$ cat config.mk
export PLATFORM = sky130hd
export DESIGN_NAME = dcache_wb_unit
export DESIGN_NICKNAME = d
export VERILOG_FILES = /design/src/rtl/dcache_pkg.sv /design/src/rtl/dcache_wb_beat_ser.sv /design/src/rtl/dcache_wb_unit.sv
export SDC_FILE = /design/constraint.sdc
export NUM_CORES = 1
export LEC_CHECK = 0
export BUFFER_PORTS_ARGS = -buffer_cell sky130_fd_sc_hd__buf_2
export CAP_MARGIN = 10
export CORE_AREA = 8 8 171 173
export CTS_BUF_LIST = sky130_fd_sc_hd__clkbuf_4 sky130_fd_sc_hd__clkbuf_8 sky130_fd_sc_hd__clkbuf_16
export DETAILED_ROUTE_END_ITERATION = 12
export DIE_AREA = 0 0 179 181
export GPL_ROUTABILITY_DRIVEN = 0
export PLACE_DENSITY = 0.72
export SLEW_MARGIN = 20
export SYNTH_ARGS = -nofsm -noshare
export SYNTH_HDL_FRONTEND = slang
export SYNTH_SLANG_ARGS = --single-unit
$ cat constraint.sdc
create_clock -name clk -period 32.9 [get_ports clk]
set_input_delay 1.645 -clock clk [delete_from_list [all_inputs] [get_ports clk]]
set_output_delay 1.645 -clock clk [all_outputs]
set_load 0.1 [all_outputs]
$ cat src/rtl/dcache_pkg.sv
// Shared constants and FSM encoding for the D-cache writeback engine.
package dcache_pkg;
  localparam int LINE_W = 256;
  localparam int BEAT_W = 64;
  localparam int NBEATS = LINE_W / BEAT_W;
  localparam logic [LINE_W/8-1:0] BYTE_CHOSE_ALL = '1;

  typedef enum logic [2:0] {
    S_IDLE    = 3'd0,
    S_ARR_RD  = 3'd1,
    S_ARR_CAP = 3'd2,
    S_AW      = 3'd3,
    S_W       = 3'd4,
    S_B       = 3'd5,
    S_DONE    = 3'd6
  } wb_state_t;
endpackage

$ cat src/rtl/dcache_wb_beat_ser.sv
// Line buffer plus beat serializer; beats go out in ascending order, data held while stalled.
module dcache_wb_beat_ser
  import dcache_pkg::*;
#(
  parameter int LINE = LINE_W,
  parameter int BEAT = BEAT_W
) (
  input  logic            clk,
  input  logic            rst,
  input  logic            i_cap_en,
  input  logic [LINE-1:0] i_line,
  input  logic            i_cnt_clr,
  input  logic            i_beat_hs,
  output logic [BEAT-1:0] o_beat_dat,
  output logic            o_beat_last,
  output logic            o_last_done
);
  localparam int NB    = LINE / BEAT;
  localparam int CNT_W = $clog2(NB);

  logic [LINE-1:0]  r_buf;
  logic [CNT_W-1:0] r_cnt;

  always_ff @(posedge clk) begin
    if (i_cap_en) r_buf <= i_line;
  end

  // Counter parks on the last beat; it is only cleared by a new address phase.
  always_ff @(posedge clk) begin
    if (rst)                         r_cnt <= '0;
    else if (i_cnt_clr)              r_cnt <= '0;
    else if (i_beat_hs && !o_beat_last) r_cnt <= r_cnt + CNT_W'(1);
  end

  assign o_beat_last = (r_cnt == CNT_W'(NB - 1));
  assign o_beat_dat  = r_buf[int'(r_cnt) * BEAT +: BEAT];
  assign o_last_done = i_beat_hs && o_beat_last;
endmodule

$ cat src/rtl/dcache_wb_unit.sv
// D-cache writeback engine: array read, line capture, AW/W burst, B response. 9 cycles accept->done at full rate.
// Optional DCACHE_WB_RETRY_EN: one resend of the captured line after a first error response.
module dcache_wb_unit
  import dcache_pkg::*;
#(
  parameter int LINE  = LINE_W,
  parameter int ADDR  = 8,
  parameter int BEAT  = LINE_W / NBEATS,
  parameter int PADDR = 32
) (
  input  logic              clk,
  input  logic              rst,
  input  logic              wb_req_valid,
  output logic              wb_req_ready,
  input  logic [ADDR-1:0]   wb_req_set,
  input  logic [PADDR-1:0]  wb_req_paddr,
  output logic              arr_chip_en,
  output logic              arr_write_en,
  output logic [ADDR-1:0]   arr_addr,
  output logic [LINE/8-1:0] arr_byte_chose,
  input  logic [LINE-1:0]   arr_read_data,
  output logic              mem_aw_valid,
  input  logic              mem_aw_ready,
  output logic [PADDR-1:0]  mem_aw_addr,
  output logic [7:0]        mem_aw_len,
  output logic              mem_w_valid,
  input  logic              mem_w_ready,
  output logic [BEAT-1:0]   mem_w_data,
  output logic              mem_w_last,
  input  logic              mem_b_valid,
  input  logic              mem_b_err,
  output logic              wb_done,
  output logic              wb_err,
  output logic              busy
);
  localparam logic [PADDR-1:0] OFF_MASK = PADDR'(LINE / 8 - 1);

  wb_state_t        r_state, w_state_nxt;
  logic [ADDR-1:0]  r_set;
  logic [PADDR-1:0] r_paddr;
  logic             r_aw_vld, r_w_vld, r_done, r_err;
  logic             w_accept, w_aw_hs, w_w_hs, w_last_done, w_err_nxt;
`ifdef DCACHE_WB_RETRY_EN
  logic             r_retry, w_retry_set;
`endif

  assign w_accept = (r_state == S_IDLE) && wb_req_valid;
  assign w_aw_hs  = r_aw_vld && mem_aw_ready;
  assign w_w_hs   = r_w_vld && mem_w_ready;

  always_comb begin
    w_state_nxt = r_state;
    w_err_nxt   = 1'b0;
`ifdef DCACHE_WB_RETRY_EN
    w_retry_set = 1'b0;
`endif
    case (r_state)
      S_IDLE:    if (w_accept) w_state_nxt = S_ARR_RD;
      S_ARR_RD:  w_state_nxt = S_ARR_CAP;
      S_ARR_CAP: w_state_nxt = S_AW;
      S_AW:      if (w_aw_hs) w_state_nxt = S_W;
      S_W:       if (w_last_done) w_state_nxt = S_B;
      S_B: begin
        if (mem_b_valid) begin
`ifdef DCACHE_WB_RETRY_EN
          if (mem_b_err && !r_retry) begin
            w_state_nxt = S_AW;
            w_retry_set = 1'b1;
          end else begin
            w_state_nxt = S_DONE;
            w_err_nxt   = mem_b_err;
          end
`else
          w_state_nxt = S_DONE;
          w_err_nxt   = mem_b_err;
`endif
        end
      end
      S_DONE:    w_state_nxt = S_IDLE;
      default:   w_state_nxt = S_IDLE;
    endcase
  end

  // Bus valids and completion flags come straight from flops keyed on the next state.
  always_ff @(posedge clk) begin
    if (rst) begin
      r_state  <= S_IDLE;
      r_aw_vld <= 1'b0;
      r_w_vld  <= 1'b0;
      r_done   <= 1'b0;
      r_err    <= 1'b0;
    end else begin
      r_state  <= w_state_nxt;
      r_aw_vld <= (w_state_nxt == S_AW);
      r_w_vld  <= (w_state_nxt == S_W);
      r_done   <= (w_state_nxt == S_DONE);
      r_err    <= w_err_nxt;
    end
  end

`ifdef DCACHE_WB_RETRY_EN
  always_ff @(posedge clk) begin
    if (rst)              r_retry <= 1'b0;
    else if (w_accept)    r_retry <= 1'b0;
    else if (w_retry_set) r_retry <= 1'b1;
  end
`endif

  always_ff @(posedge clk) begin
    if (w_accept) begin
      r_set   <= wb_req_set;
      r_paddr <= wb_req_paddr;
    end
  end

  dcache_wb_beat_ser #(
    .LINE (LINE),
    .BEAT (BEAT)
  ) u_ser (
    .clk         (clk),
    .rst         (rst),
    .i_cap_en    (r_state == S_ARR_CAP),
    .i_line      (arr_read_data),
    .i_cnt_clr   (w_aw_hs),
    .i_beat_hs   (w_w_hs),
    .o_beat_dat  (mem_w_data),
    .o_beat_last (mem_w_last),
    .o_last_done (w_last_done)
  );

  assign wb_req_ready   = (r_state == S_IDLE);
  assign busy           = (r_state != S_IDLE);
  assign arr_chip_en    = (r_state == S_ARR_RD);
  assign arr_write_en   = 1'b0;
  assign arr_addr       = r_set;
  assign arr_byte_chose = arr_chip_en ? (LINE/8)'(BYTE_CHOSE_ALL) : '0;
  assign mem_aw_valid   = r_aw_vld;
  assign mem_aw_addr    = r_paddr & ~OFF_MASK;
  assign mem_aw_len     = 8'(LINE / BEAT - 1);
  assign mem_w_valid    = r_w_vld;
  assign wb_done        = r_done;
  assign wb_err         = r_err;
endmodule

==> out/results.ini <==
[clock_tree]
cts.clk_slew.worst_paths_ns = 0.06
cts_tree = yes
cts_buffers = 31
clkLatencyLatePin_ns = 0.55
cts_hold_buf = 0
h-tree-depth = 1
numClockSinks = 300
clockBufferDepth = 3
cts_setup_buffers = 0
ctsResizeCount = 0
cts_root_buf = clkbuf_16

[drt]
route.final.wire_length_mm = 27.4
first_pass_iters = 4
viasPerCell = 4.80
drtAntennaViolNets = 0
vias = 6033
wire_per_inst_um = 21.8
drc = 0
drt_iter0_markers = 323

[setup_path]
required_ns = 31.25
r2r_cells = 4
startpoint_type = flop
rrSetupSlack_ns = 30.29
critPathCaptureType = primary output
cp_max_fo = 36
arrival_ns = 3.03
path_class = reg -> out

[run]
cap_violations = 0

[sta]
fin_worst_skew_ns = 0.0137
maxSlewViolCount = 0
max_freq_ghz = 0.214
period_needed_ns = 4.68
final-setup-viol-count = 0
maxSlewHeadroom_pct = 28.6
grt_setup_unrepaired = no
final.setup.tns_ns = 0
finalCritPeriodShare_pct = 14.2
hold_viol = 0
tightest_slew_ns = 1.07

[grt]
gr-max-usage-layer = met2
grtUsageMet2_pct = 28.7
antenna_found_initial = 10
grt_pass1_vias = 6784
grt_use_met1_pct = 17.5
grt_overflow = 0
grt_pass1_wl_mm = 39.8
grtUsageTotal_pct = 16.1
grt_max_degree = 85
grt.met3_usage_pct = 5.55

[worst_hold_path]
whs_path_depth = 1
hold_path_class = reg -> reg

[pwr]
p_total_uw = 940
p_per_area_nw_per_um2 = 65.5
ir_worst_vdd_uv = 63.3
p_leak_nw = 5.52

[layout]
post-route-util_pct = 54.2
syn_to_final_growth_pct = 29.7
drive_gt1_share_pct = 62.0
nets = 1190
fillers = 2097

[floorplanning]
pin_count = 456
die-area_um2 = 32400
core_um2 = 26500
rows = 60
die_w_um = 179
die_height_um = 181
start_util_pct = 41.7

[run_status]
outcome = complete, no violations

[synthesis]
synthCells = 459
avgSynthCellArea_um2 = 24.1
yosys_warnings = 0
seq_area_frac_synth_pct = 80.6
yosysUniqueCellTypes = 28
synth_seq_cells = 300
synth_area_um2 = 11100

[place]
hpwl_mm = 20.2
portBuffers = 436

==> cells by family after synthesis <==
family / Yosys count / synth area share [%]
flops: 300 / 80.6
mux: 65 / 13.1
buf+inv: 63 / 4.35
simple gates: 20 / 1.14
compound gates: 7 / 0.498
other cells: 2 / 0.0679
fa+ha+maj: 1 / 0.113
xor+xnor: 1 / 0.0792
==> per-stage QoR <==
step / instance area, µm² / instances / hold WS [ns] / worst slack, ns
floorplan: 11100 / 471 / 0.523 / 20.92
global placement: 13300 / 1194 / 0.502 / 28.69
detailed placement: 13300 / 1194 / 0.500 / 28.68
CTS: 14300 / 1250 / 0.512 / 28.08
global route: 14300 / 1257 / 0.534 / 28.00
finish: 14400 / 1258 / 0.512 / 28.22
==> path summary, 6_finish.rpt <==
| path | endpoint | from |
|---|---|---|
| max | mem_w_data[20] | u_ser.r_cnt[0] |
| min | u_ser.r_cnt[0] | mem_aw_valid |
| max reg2reg | u_ser.r_buf[144] | r_state[1] |
| min reg2reg | u_ser.r_cnt[0] | mem_aw_valid |
==> worst max-delay path, stage by stage (launching register included) <==
cell     delay (ns)
dfxtp_4        0.77
buf_4          0.69
mux4_2         0.62
buf_2          0.31
==> state kept, by name, summed over array words and instances (netlist names) <==
signal        flops
arr_addr          8
mem_aw_valid      1
mem_w_valid       1
r_paddr          27
r_state           3
u_ser.r_buf     256
u_ser.r_cnt       2
wb_done           1
wb_err            1
==> area by class of cell <==
type,instances,area (µm²),area share [%]
well taps,341,427,2.97
clock inverters,18,175,1.22
flip-flops and latches,300,8930,62.2
diodes,8,20.0,0.140
clock buffers,38,841,5.86
inverters,2,7.51,0.0523
multi-input cells,108,1720,12.0
repair buffers,443,2230,15.6
==> cells in the mapped netlist <==
master | count | share of area, %
a2bb2oi_1 | 2 | 0.16
ha_1 | 1 | 0.11
nor3_1 | 1 | 0.045
mux2i_1 | 1 | 0.090
xor2_1 | 1 | 0.079
and2_1 | 1 | 0.057
buf_2 | 7 | 0.32
nor2_1 | 6 | 0.20
inv_1 | 2 | 0.068
conb_1 | 2 | 0.068
buf_4 | 46 | 3.1
and4b_1 | 1 | 0.090
buf_6 | 1 | 0.10
mux4_2 | 64 | 13
a21oi_1 | 1 | 0.045
edfxtp_1 | 291 | 79
nand2b_1 | 4 | 0.23
nand4b_1 | 2 | 0.16
dfxtp_1 | 9 | 1.6
nand3b_1 | 1 | 0.068
buf_8 | 5 | 0.68
and3_4 | 1 | 0.10
clkbuf_1 | 2 | 0.068
a211oi_1 | 2 | 0.14
a221o_1 | 1 | 0.090
a21o_1 | 1 | 0.068
or3_1 | 1 | 0.057
nor3b_1 | 2 | 0.14
==> routing by layer <==
layer | vias up | part of all wire [%]
met5 | - | 0.080
met4 | 4 | 2.5
met3 | 46 | 11
met2 | 324 | 52
met1 | 2948 | 35
li1 | 2711 | -
==> cells in the final DEF (no fill, tap or decap), types with 7 or more instances in the layout <==
master     count
conb_1        14
clkbuf_16     31
buf_4          7
dfxtp_1        7
mux4_2        64
edfxtp_1     291
diode_2        8
buf_2        436
clkinv_2       7
==> where the power goes <==
part	switching, mW	leakage, nW	internal (mW)
Sequential	0.00572	2.76	0.446
Clock	0.141	0.506	0.205
Combinational	0.117	2.25	0.0262
Total	0.263	5.52	0.677
Note: power is estimated with default switching activity, not from simulation.
